[config.mk]
export PLATFORM = sky130hd
export DESIGN_NAME = pc_sequencer_flat
export DESIGN_NICKNAME = d
export VERILOG_FILES = /design/src/rtl/pc_sequencer_if.sv /design/src/rtl/pc_sequencer.sv /design/src/flat_wrapper.sv
export SDC_FILE = /design/constraint.sdc
export NUM_CORES = 1
export LEC_CHECK = 0
export ABC_AREA = 1
export CORE_MARGIN = 1.5
export CORE_UTILIZATION = 38
export DETAILED_ROUTE_END_ITERATION = 7
export GPL_ROUTABILITY_DRIVEN = 0
export PLACE_DENSITY = 0.86
export SYNTH_ARGS = -nofsm -noshare
export SYNTH_HDL_FRONTEND = slang
export SYNTH_SLANG_ARGS = --single-unit
export TNS_END_PERCENT = 20
[constraint.sdc]
create_clock -name clk -period 1.4 [get_ports clk]
set_input_delay 0.35 -clock clk [delete_from_list [all_inputs] [get_ports clk]]
set_output_delay 0.35 -clock clk [all_outputs]
set_load 0.01 [all_outputs]
[src/rtl/pc_sequencer_if.sv]
// rtl/pc_sequencer_if.sv - fetch/decode/redirect bundle for pc_sequencer; RAS_EN adds call/ret/rasErr
interface pc_sequencer_if #(
    parameter int PC_W = 16
);
    logic [PC_W-1:0] pc;
    logic [PC_W-1:0] pcIncr;
    logic            fetchReq;
    logic            fetchAck;
    logic [PC_W-1:0] fetchData;
    logic [PC_W-1:0] instr;
    logic            instrValid;
    logic            stall;
    logic            jump;
    logic [PC_W-1:0] jumpTarget;
    logic            branchTaken;
    logic [PC_W-1:0] branchTarget;
    logic            halt;
    logic            halted;
`ifdef RAS_EN
    logic            call;
    logic            ret;
    logic            rasErr;
`endif

    modport master (
        output pc, fetchReq, instr, instrValid, halted,
        input  pcIncr, fetchAck, fetchData, stall, jump, jumpTarget,
        input  branchTaken, branchTarget, halt
`ifdef RAS_EN
        , input call, ret, output rasErr
`endif
    );

    modport slave (
        input  pc, fetchReq, instr, instrValid, halted,
        output pcIncr, fetchAck, fetchData, stall, jump, jumpTarget,
        output branchTaken, branchTarget, halt
`ifdef RAS_EN
        , output call, ret, input rasErr
`endif
    );
endinterface

[src/rtl/pc_sequencer.sv]
// rtl/pc_sequencer.sv - program counter owner and fetch/decode sequencer
// Optional return-address stack enabled by defining RAS_EN.
module pc_sequencer #(
    parameter int              PC_W      = 16,
    parameter logic [PC_W-1:0] RESET_PC  = '0,
    parameter int              RAS_DEPTH = 4
) (
    input logic           clk,
    input logic           rst_n,
    pc_sequencer_if.master bus
);
    typedef enum logic [1:0] {IDLE, FETCH, DECODE, HALTED} state_t;

    state_t          state_q, state_d;
    logic [PC_W-1:0] pc_q, pc_d;
    logic [PC_W-1:0] instr_q, instr_d;

`ifdef RAS_EN
    localparam int PTR_W = (RAS_DEPTH > 1) ? $clog2(RAS_DEPTH) : 1;
    localparam int CNT_W = $clog2(RAS_DEPTH + 1);

    // ptr_q is the next slot to write; the newest entry sits just below it
    logic [PC_W-1:0]  ras_q [RAS_DEPTH];
    logic [PTR_W-1:0] ptr_q, ptr_d, ptr_inc, top_idx;
    logic [CNT_W-1:0] cnt_q, cnt_d;
    logic             push, pop;
    logic             rasErr_q, rasErr_d;

    assign ptr_inc = (ptr_q == PTR_W'(RAS_DEPTH - 1)) ? '0 : ptr_q + 1'b1;
    assign top_idx = (ptr_q == '0) ? PTR_W'(RAS_DEPTH - 1) : ptr_q - 1'b1;
`endif

    always_comb begin
        state_d = state_q;
        pc_d    = pc_q;
        instr_d = instr_q;
`ifdef RAS_EN
        push     = 1'b0;
        pop      = 1'b0;
        rasErr_d = 1'b0;
        ptr_d    = ptr_q;
        cnt_d    = cnt_q;
`endif
        case (state_q)
            IDLE: state_d = FETCH;
            FETCH: begin
                if (bus.fetchAck) begin
                    instr_d = bus.fetchData;
                    state_d = DECODE;
                end
            end
            DECODE: begin
                if (!bus.stall) begin
                    if (bus.halt) begin
                        state_d = HALTED;
                    end else begin
                        state_d = FETCH;
`ifdef RAS_EN
                        if (bus.call) begin
                            push = 1'b1;
                            pc_d = bus.jumpTarget;
                        end else if (bus.ret) begin
                            if (cnt_q != '0) begin
                                pop  = 1'b1;
                                pc_d = ras_q[top_idx];
                            end else begin
                                pc_d     = bus.pcIncr;
                                rasErr_d = 1'b1;
                            end
                        end else
`endif
                        if (bus.jump) begin
                            pc_d = bus.jumpTarget;
                        end else if (bus.branchTaken) begin
                            pc_d = bus.branchTarget;
                        end else begin
                            pc_d = bus.pcIncr;
                        end
                    end
                end
            end
            HALTED: state_d = HALTED;
            default: state_d = IDLE;
        endcase
`ifdef RAS_EN
        // a push into a full stack overwrites the oldest slot and keeps the count saturated
        if (push) begin
            ptr_d = ptr_inc;
            if (cnt_q != CNT_W'(RAS_DEPTH)) begin
                cnt_d = cnt_q + 1'b1;
            end
        end else if (pop) begin
            ptr_d = top_idx;
            cnt_d = cnt_q - 1'b1;
        end
`endif
    end

    always_ff @(posedge clk) begin
        if (!rst_n) begin
            state_q <= IDLE;
            pc_q    <= RESET_PC;
            instr_q <= '0;
        end else begin
            state_q <= state_d;
            pc_q    <= pc_d;
            instr_q <= instr_d;
        end
    end

`ifdef RAS_EN
    always_ff @(posedge clk) begin
        if (!rst_n) begin
            ptr_q    <= '0;
            cnt_q    <= '0;
            rasErr_q <= 1'b0;
        end else begin
            ptr_q    <= ptr_d;
            cnt_q    <= cnt_d;
            rasErr_q <= rasErr_d;
        end
    end

    always_ff @(posedge clk) begin
        if (push) begin
            ras_q[ptr_q] <= bus.pcIncr;
        end
    end

    assign bus.rasErr = rasErr_q;
`endif

    assign bus.pc         = pc_q;
    assign bus.instr      = instr_q;
    assign bus.fetchReq   = (state_q == FETCH);
    assign bus.instrValid = (state_q == DECODE);
    assign bus.halted     = (state_q == HALTED);
endmodule

[src/flat_wrapper.sv]
// flat-port wrapper written by rule: the top's interface ports become plain ports
module pc_sequencer_flat 
#(
    parameter int              PC_W      = 16,
    parameter logic [PC_W-1:0] RESET_PC  = '0,
    parameter int              RAS_DEPTH = 4
)
  (clk, rst_n, bus_pc, bus_fetchReq, bus_instr, bus_instrValid, bus_halted, bus_pcIncr, bus_fetchAck, bus_fetchData, bus_stall, bus_jump, bus_jumpTarget, bus_branchTaken, bus_branchTarget, bus_halt);
  pc_sequencer_if #(.PC_W(PC_W)) bus_i ();
  input logic clk;
  input logic rst_n;
  output wire logic [$bits(bus_i.pc)-1:0] bus_pc;
  output wire logic [$bits(bus_i.fetchReq)-1:0] bus_fetchReq;
  output wire logic [$bits(bus_i.instr)-1:0] bus_instr;
  output wire logic [$bits(bus_i.instrValid)-1:0] bus_instrValid;
  output wire logic [$bits(bus_i.halted)-1:0] bus_halted;
  input wire logic [$bits(bus_i.pcIncr)-1:0] bus_pcIncr;
  input wire logic [$bits(bus_i.fetchAck)-1:0] bus_fetchAck;
  input wire logic [$bits(bus_i.fetchData)-1:0] bus_fetchData;
  input wire logic [$bits(bus_i.stall)-1:0] bus_stall;
  input wire logic [$bits(bus_i.jump)-1:0] bus_jump;
  input wire logic [$bits(bus_i.jumpTarget)-1:0] bus_jumpTarget;
  input wire logic [$bits(bus_i.branchTaken)-1:0] bus_branchTaken;
  input wire logic [$bits(bus_i.branchTarget)-1:0] bus_branchTarget;
  input wire logic [$bits(bus_i.halt)-1:0] bus_halt;
  assign bus_pc = bus_i.pc;
  assign bus_fetchReq = bus_i.fetchReq;
  assign bus_instr = bus_i.instr;
  assign bus_instrValid = bus_i.instrValid;
  assign bus_halted = bus_i.halted;
  assign bus_i.pcIncr = bus_pcIncr;
  assign bus_i.fetchAck = bus_fetchAck;
  assign bus_i.fetchData = bus_fetchData;
  assign bus_i.stall = bus_stall;
  assign bus_i.jump = bus_jump;
  assign bus_i.jumpTarget = bus_jumpTarget;
  assign bus_i.branchTaken = bus_branchTaken;
  assign bus_i.branchTarget = bus_branchTarget;
  assign bus_i.halt = bus_halt;
  pc_sequencer #(.PC_W(PC_W), .RESET_PC(RESET_PC), .RAS_DEPTH(RAS_DEPTH)) u_core (.clk(clk), .rst_n(rst_n), .bus(bus_i));
endmodule
==> metrics.cfg, run 1 <==
[status]
status = finished clean

[die]
start_util = 0.3928
ios = 106
die-width_um = 72.88
dieArea_sq_mm = 0.005311
num_rows = 25
die_h_um = 72.88
core_area_sq_mm = 0.004723

[cells_and_area]
area_growth_pct = 64.53
n_antenna_cell = 0
post-route-util = 0.6464
multi_input_area_sq_um = 900.9
seq_area_sq_um = 685.7
fillers = 434
nets = 502
final_layout_size_suffix_gt1_frac = 0.06019

[setup_path]
reg2reg_setup_slack_ns = 0.17
path_class = input port to flop
timing.rr.end = u_core.bus.pc[8]$_SDFFE_PN0P_
crit_required_ns = 1.58
cp-end-kind = flop
startpoint = bus_halt
start_kind = input port
cp.arrival_ns = 1.51
worstPathMaxFanout = 9
rr_startpoint = u_core.state_q[1]$_SDFFE_PN0P_
reg2reg_depth = 7
endpoint = u_core.bus.pc[10]$_SDFFE_PN0P_

[global_routing]
grt_pass1_wl_mm = 8.735
grt-ovfl-total = 0
first_global_vias = 1956
grt_max_degree = 32
grt_usage = 0.2089
antenna_found_initial = 0

[sta]
fmax_ghz = 0.7517
relSlewSlack = 0.6755
holdWs_ns = 0.5131
tightest_slew_ns = 0.4863
finalCritPeriodShare = 0.9502
slew_viol_final = 0
setup_slack_ns = 0.06969
hold_viol_final = 0
rsz0062_at_grt = yes
fin_crit_ns = 1.330
setup_violations = 0
skew_ns = 0.003204

[hold_path]
hp-class = flop to flop

[yosys]
synth.area.top_cells = dfxtp_1, nand2_1, nor2_1
synth_top_cell_by_area = dfxtp_1
yosysWarningCount = 0
synthCells = 323
synth_area_per_cell_sq_um = 5.745
synth_top_area_share = 0.3668
yosysSeqAreaShare = 0.3668
ys_ff_latch = 34
synth_nets = 394
syn-cell-area_sq_mm = 0.001856
yosysUniqueCellTypes = 17

[job]
cap_violations = 0

[clock_network]
cts.sinks = 34
clockBufferDepth = 2
clk_latency_ns = 0.28
clk_pin_slew_ns = 0.07
cts_tree = done
clock-root-buffer = clkbuf_8
cts-buffers-inserted = 5
ctsHoldBuffers = 0
htree_num_levels = 2
cts_setup_buffers = 0

[placement]
hpwl_mm = 4.307
io_buffers = 105
place_ws_ns = -0.2158

[route]
wl_mm = 5.524
drtIter0Drc = 145
drtAntennaViolNets = 0
drt_first_pass_iters = 5
wl_per_cell_um = 11.07
num_vias = 2207
drc = 0
via_per_inst = 4.423

[power_and_ir_drop]
power_density_mw_per_mm2 = 771.2
p_total_w = 0.002354
p_leak_nw = 1.672
ir_drop_mv = 0.4265

[cells by family (layout without fill, tap and decap cells)]
group	count (synthesis)	in the layout	share of synthesized area
AOI/OAI and AO/OA	18	18	0.04855
buffers and inverters	68	177	0.1477
DFF	34	34	0.3668
and+or+nand+nor	203	203	0.4370
[placed cells by master (no fill, tap or decap), types with 2 or more instances in the layout]
cell and instances:
nand2_1 101, nor2_1 81, clkdlybuf4s50_1 70, inv_1 53, dlygate4sd2_1 32, dfxtp_1 32
o21ai_0 17, nand3_1 16, buf_4 9, clkbuf_8 6, nor2_4 2, clkbuf_2 2
[synth_stat cells]
cell,number
buf_2,5
nor2_1,81
a21oi_1,1
dfxtp_1,34
clkbuf_1,6
inv_2,1
nand3_1,16
nor2_4,2
nand2_1,101
inv_1,53
buf_4,1
nor3b_1,1
nand2_4,1
buf_6,1
nor2_2,1
o21ai_0,17
clkbuf_2,1
[flip-flops by register name, summed over array words and instances, names as in the netlist]
name              cells
u_core.state_q        2
u_core.bus.instr     16
u_core.bus.pc        16
[critical path, cell delays in order]
cell	delay (ns)
clkdlybuf4s50_1	0.45
nor2_2	0.21
buf_4	0.21
nand3_1	0.11
nor2_1	0.14
nor2_1	0.05
[worst min path at each step]
stage | from | end | slack, ns | cells after the start
4_1_cts | u_core.bus.instr[15]$_SDFFE_PN0P_ | u_core.bus.instr[15]$_SDFFE_PN0P_ | 0.52 | 2
5_1_grt | u_core.bus.pc[3]$_SDFFE_PN0P_ | u_core.bus.pc[3]$_SDFFE_PN0P_ | 0.56 | 4
2_1_floorplan | rst_n | u_core.state_q[1]$_SDFFE_PN0P_ | 0.48 | 2
3_5_place_dp | u_core.bus.instr[2]$_SDFFE_PN0P_ | u_core.bus.instr[2]$_SDFFE_PN0P_ | 0.50 | 2
6_report | u_core.bus.instr[15]$_SDFFE_PN0P_ | u_core.bus.instr[15]$_SDFFE_PN0P_ | 0.51 | 2
3_3_place_gp | u_core.bus.instr[3]$_SDFFE_PN0P_ | u_core.bus.instr[3]$_SDFFE_PN0P_ | 0.49 | 2
[final cells by class]
class                           count  share of cell area
Multi-Input combinational cell    221              0.2951
Clock inverter                      1            0.001639
Sequential cell                    34              0.2246
Inverter                           54             0.06639
Clock buffer                        7             0.02828
Timing Repair Buffer              115              0.3566
Tap cell                           67             0.02746
[through the flow]
step           instance area, sq um  setup TNS, ns  std cells
6_report                       3053              0        499
5_1_grt                        3053       -0.01811        499
4_1_cts                        3062              0        499
3_5_place_dp                   3007         -6.057        491
3_3_place_gp                   3007         -4.935        491
2_1_floorplan                  1856              0        323
[what timing repair did]
action                                  in CTS  in global routing
endpoints found under the setup margin      35                  5
pin swaps                                    0                  0
resized for setup                           40                  3
[layer usage]
layer	vias up	wire, um	part of all wire	track usage
li1	1156	-	-	-
met1	960	2267	0.41	0.2556
met2	74	2855	0.52	0.3721
met3	17	253	0.046	0.03315
met4	0	147	0.027	0.06918
met5	-	0	0	0
[where the power goes]
part / total, W / internal [W] / switching [W]
clock network: 0.000742 / 0.000397 / 0.000345
logic: 0.000567 / 0.000313 / 0.000253
registers: 0.00105 / 0.00102 / 0.0000272
No activity file was read; power rests on OpenSTA's default activity.
==> run 2: changes to the inputs <==
Settings changed: ABC_AREA 1 to default, CORE_ASPECT_RATIO from default to 0.5, CORE_UTILIZATION 38 to 36.
==> run 2 against run 1 <==
- clock power up 22%
- non-clock buffer count up 4
- critical path depth decreased by 4
- wire length fell by 15%
- setup slack lost 0.014 ns
- first-iteration DRC count fell by 83%
- sequential share of layout area up 1.3 points
- global-route usage down 2.2 points
- worst hold slack got worse by 0.051 ns
- power grew 2.6%
- combinational power fell by 14%
- synthesized cell count decreased by 46%
- largest power group unchanged
==> metrics.cfg, run 2 <==
[status]
status = finished clean

[yosys]
synth_area_per_cell_sq_um = 9.345
synth_top_cell_by_area = dfxtp_1
synth-main-ff-cell = dfxtp_1
yosysWarningCount = 0
syn-cell-area_sq_mm = 0.001635
synth_edf_count = 0
synth-simple-area-share = 0.2479
synthCells = 175
synth-xor-area-share = 0
synth.area.top_cells = dfxtp_1, a32o_1, a211o_1
yosysSeqAreaShare = 0.4162
yosysUniqueCellTypes = 19
async_flop_share = 0
synthTopCellsByCount = dfxtp_1, nand2_1, nor2b_1
synth_top_area_share = 0.4162
synthMuxAreaShare = 0
synthAdderAreaFrac = 0
synth_top_family_by_area = compound AO/OA/AOI/OAI gates
synth_nets = 246
ys_ff_latch = 34
synth-compound-area-share = 0.2663

[sta]
slew_viol_final = 0
setup_violations = 0
finalCritPeriodShare = 0.9604
fmax_ghz = 0.7438
tightest_slew_ns = 0.2299
fin_crit_ns = 1.345
rsz0062_at_grt = no
skew_ns = 0.01103
relSlewSlack = 0.8461
hold_viol_final = 0

[setup_path]
cp-end-kind = output pin
cp_slowest_cell = dfxtp_2
critPathTopFamily = flip-flops
start_kind = flop
path_class = flop to output pin
cp_num_buf_inv = 1
cp.arrival_ns = 0.99
crit_required_ns = 1.05
worstPathMaxFanout = 4
crit_chain = and2_1 > clkdlybuf4s15_1
critPathMaxStageDelay_ns = 0.35

[clock_network]
clock-root-buffer = clkbuf_8
clk_pin_slew_ns = 0.08
cts.sinks = 34
cts_tree = done
htree_num_levels = 2
clockBufferDepth = 2
cts-buffers-inserted = 5
clk_latency_ns = 0.29

[global_routing]
grt-ovfl-total = 0
grt_usage = 0.1869
grt_pass1_wl_mm = 7.334
grt_max_degree = 33
first_global_vias = 1632
antenna_found_initial = 0

[hold_path]
hp-class = flop to flop

[die]
die-width_um = 98.32
dieArea_sq_mm = 0.004981
core_area_sq_mm = 0.004382
ios = 106
die_h_um = 50.66
start_util = 0.3732
num_rows = 17

[power_and_ir_drop]
ir_drop_mv = 0.4354
p_leak_nw = 1.243
power_density_mw_per_mm2 = 842.0

[cells_and_area]
nets = 356
layout.cells.non_filler = 343
final_layout_size_suffix_gt1_frac = 0.1014
layout_common_cells = clkdlybuf4s50_1, nand2_1, dlygate4sd2_1
n_antenna_cell = 0
area_growth_pct = 75.52
layout_commonest_cell = clkdlybuf4s50_1
post-route-util = 0.6551
finalInstanceArea_sq_mm = 0.002870

[placement]
io_buffers = 105
dp_cells = 335
dpl_cell_area_sq_mm = 0.002799
hpwl_mm = 3.520

[job]
cap_violations = 0

[route]
drtAntennaViolNets = 0
via_per_inst = 4.915
num_vias = 1686
wl_mm = 4.696
drt_first_pass_iters = 4
drtIter0Drc = 24
wl_per_cell_um = 13.69
drc = 0

## run 2: cell types whose count changed after synthesis, sizes merged, moves of 17 or more
cell and change:
o21ai -17, nand2 -68, nor2b +19, inv -54, nor2 -84, a21boi +17
## run 2: layout make-up
type / count / area (sq um)
multi-input combinational: 125 / 848.3
fill: 357 / 1511
clock buffer: 6 / 72.57
timing repair buffer: 119 / 1157
sequential: 34 / 683.2
tap: 57 / 71.32
clock inverter: 2 / 37.54
## run 2: logic make-up after synthesis
group	count (synthesis)
flops	34
compound gates	50
simple gates	75
buf+inv	16
## run 2: final timing paths
kind	from	to	slack, ns	cells past startpoint
worst min-delay path	u_core.bus.pc[11]$_SDFFE_PN0P_	u_core.bus.pc[11]$_SDFFE_PN0P_	0.46	1
worst max register to register	u_core.state_q[0]$_SDFFE_PN0P_	u_core.bus.pc[0]$_SDFFE_PN0P_	0.09	5
worst max-delay path	u_core.state_q[1]$_SDFFE_PN0P_	bus_halted	0.06	2
worst min register to register	u_core.bus.pc[11]$_SDFFE_PN0P_	u_core.bus.pc[11]$_SDFFE_PN0P_	0.46	1
## run 2: timing repair
item | 4_1_cts | 5_1_grt
pin swaps | 0 | 2
hold buffers | 0 | 0
resized for setup | 40 | 8
hold endpoints to repair | 0 | 0
setup buffers | 0 | 0
endpoints found under the setup margin | 50 | 19
## run 2: where the power goes
part | total (W) | internal [W] | switching (W)
registers | 0.00102 | 0.00100 | 0.0000177
logic | 0.000490 | 0.000318 | 0.000172
clock network | 0.000908 | 0.000531 | 0.000377
## run 2: per-stage QoR
stage                     total power, W  hold slack [ns]  setup TNS [ns]  worst slack (ns)
final                           0.002417           0.4619               0           0.05549
after global routing            0.002524           0.4773               0           0.01135
after CTS                       0.002437           0.4617        -0.01826          -0.01826
after detailed placement        0.001554           0.4544          -6.538           -0.3483
after global placement          0.001542           0.4431          -5.823           -0.3262
after floorplan                 0.001231           0.4792               0            0.1044
## run 2: routing by layer
metal | GRT usage | share of wire
met1 | 0.1975 | 0.41
met2 | 0.3642 | 0.51
met3 | 0.05014 | 0.061
met4 | 0.06338 | 0.015
met5 | 0 | 0
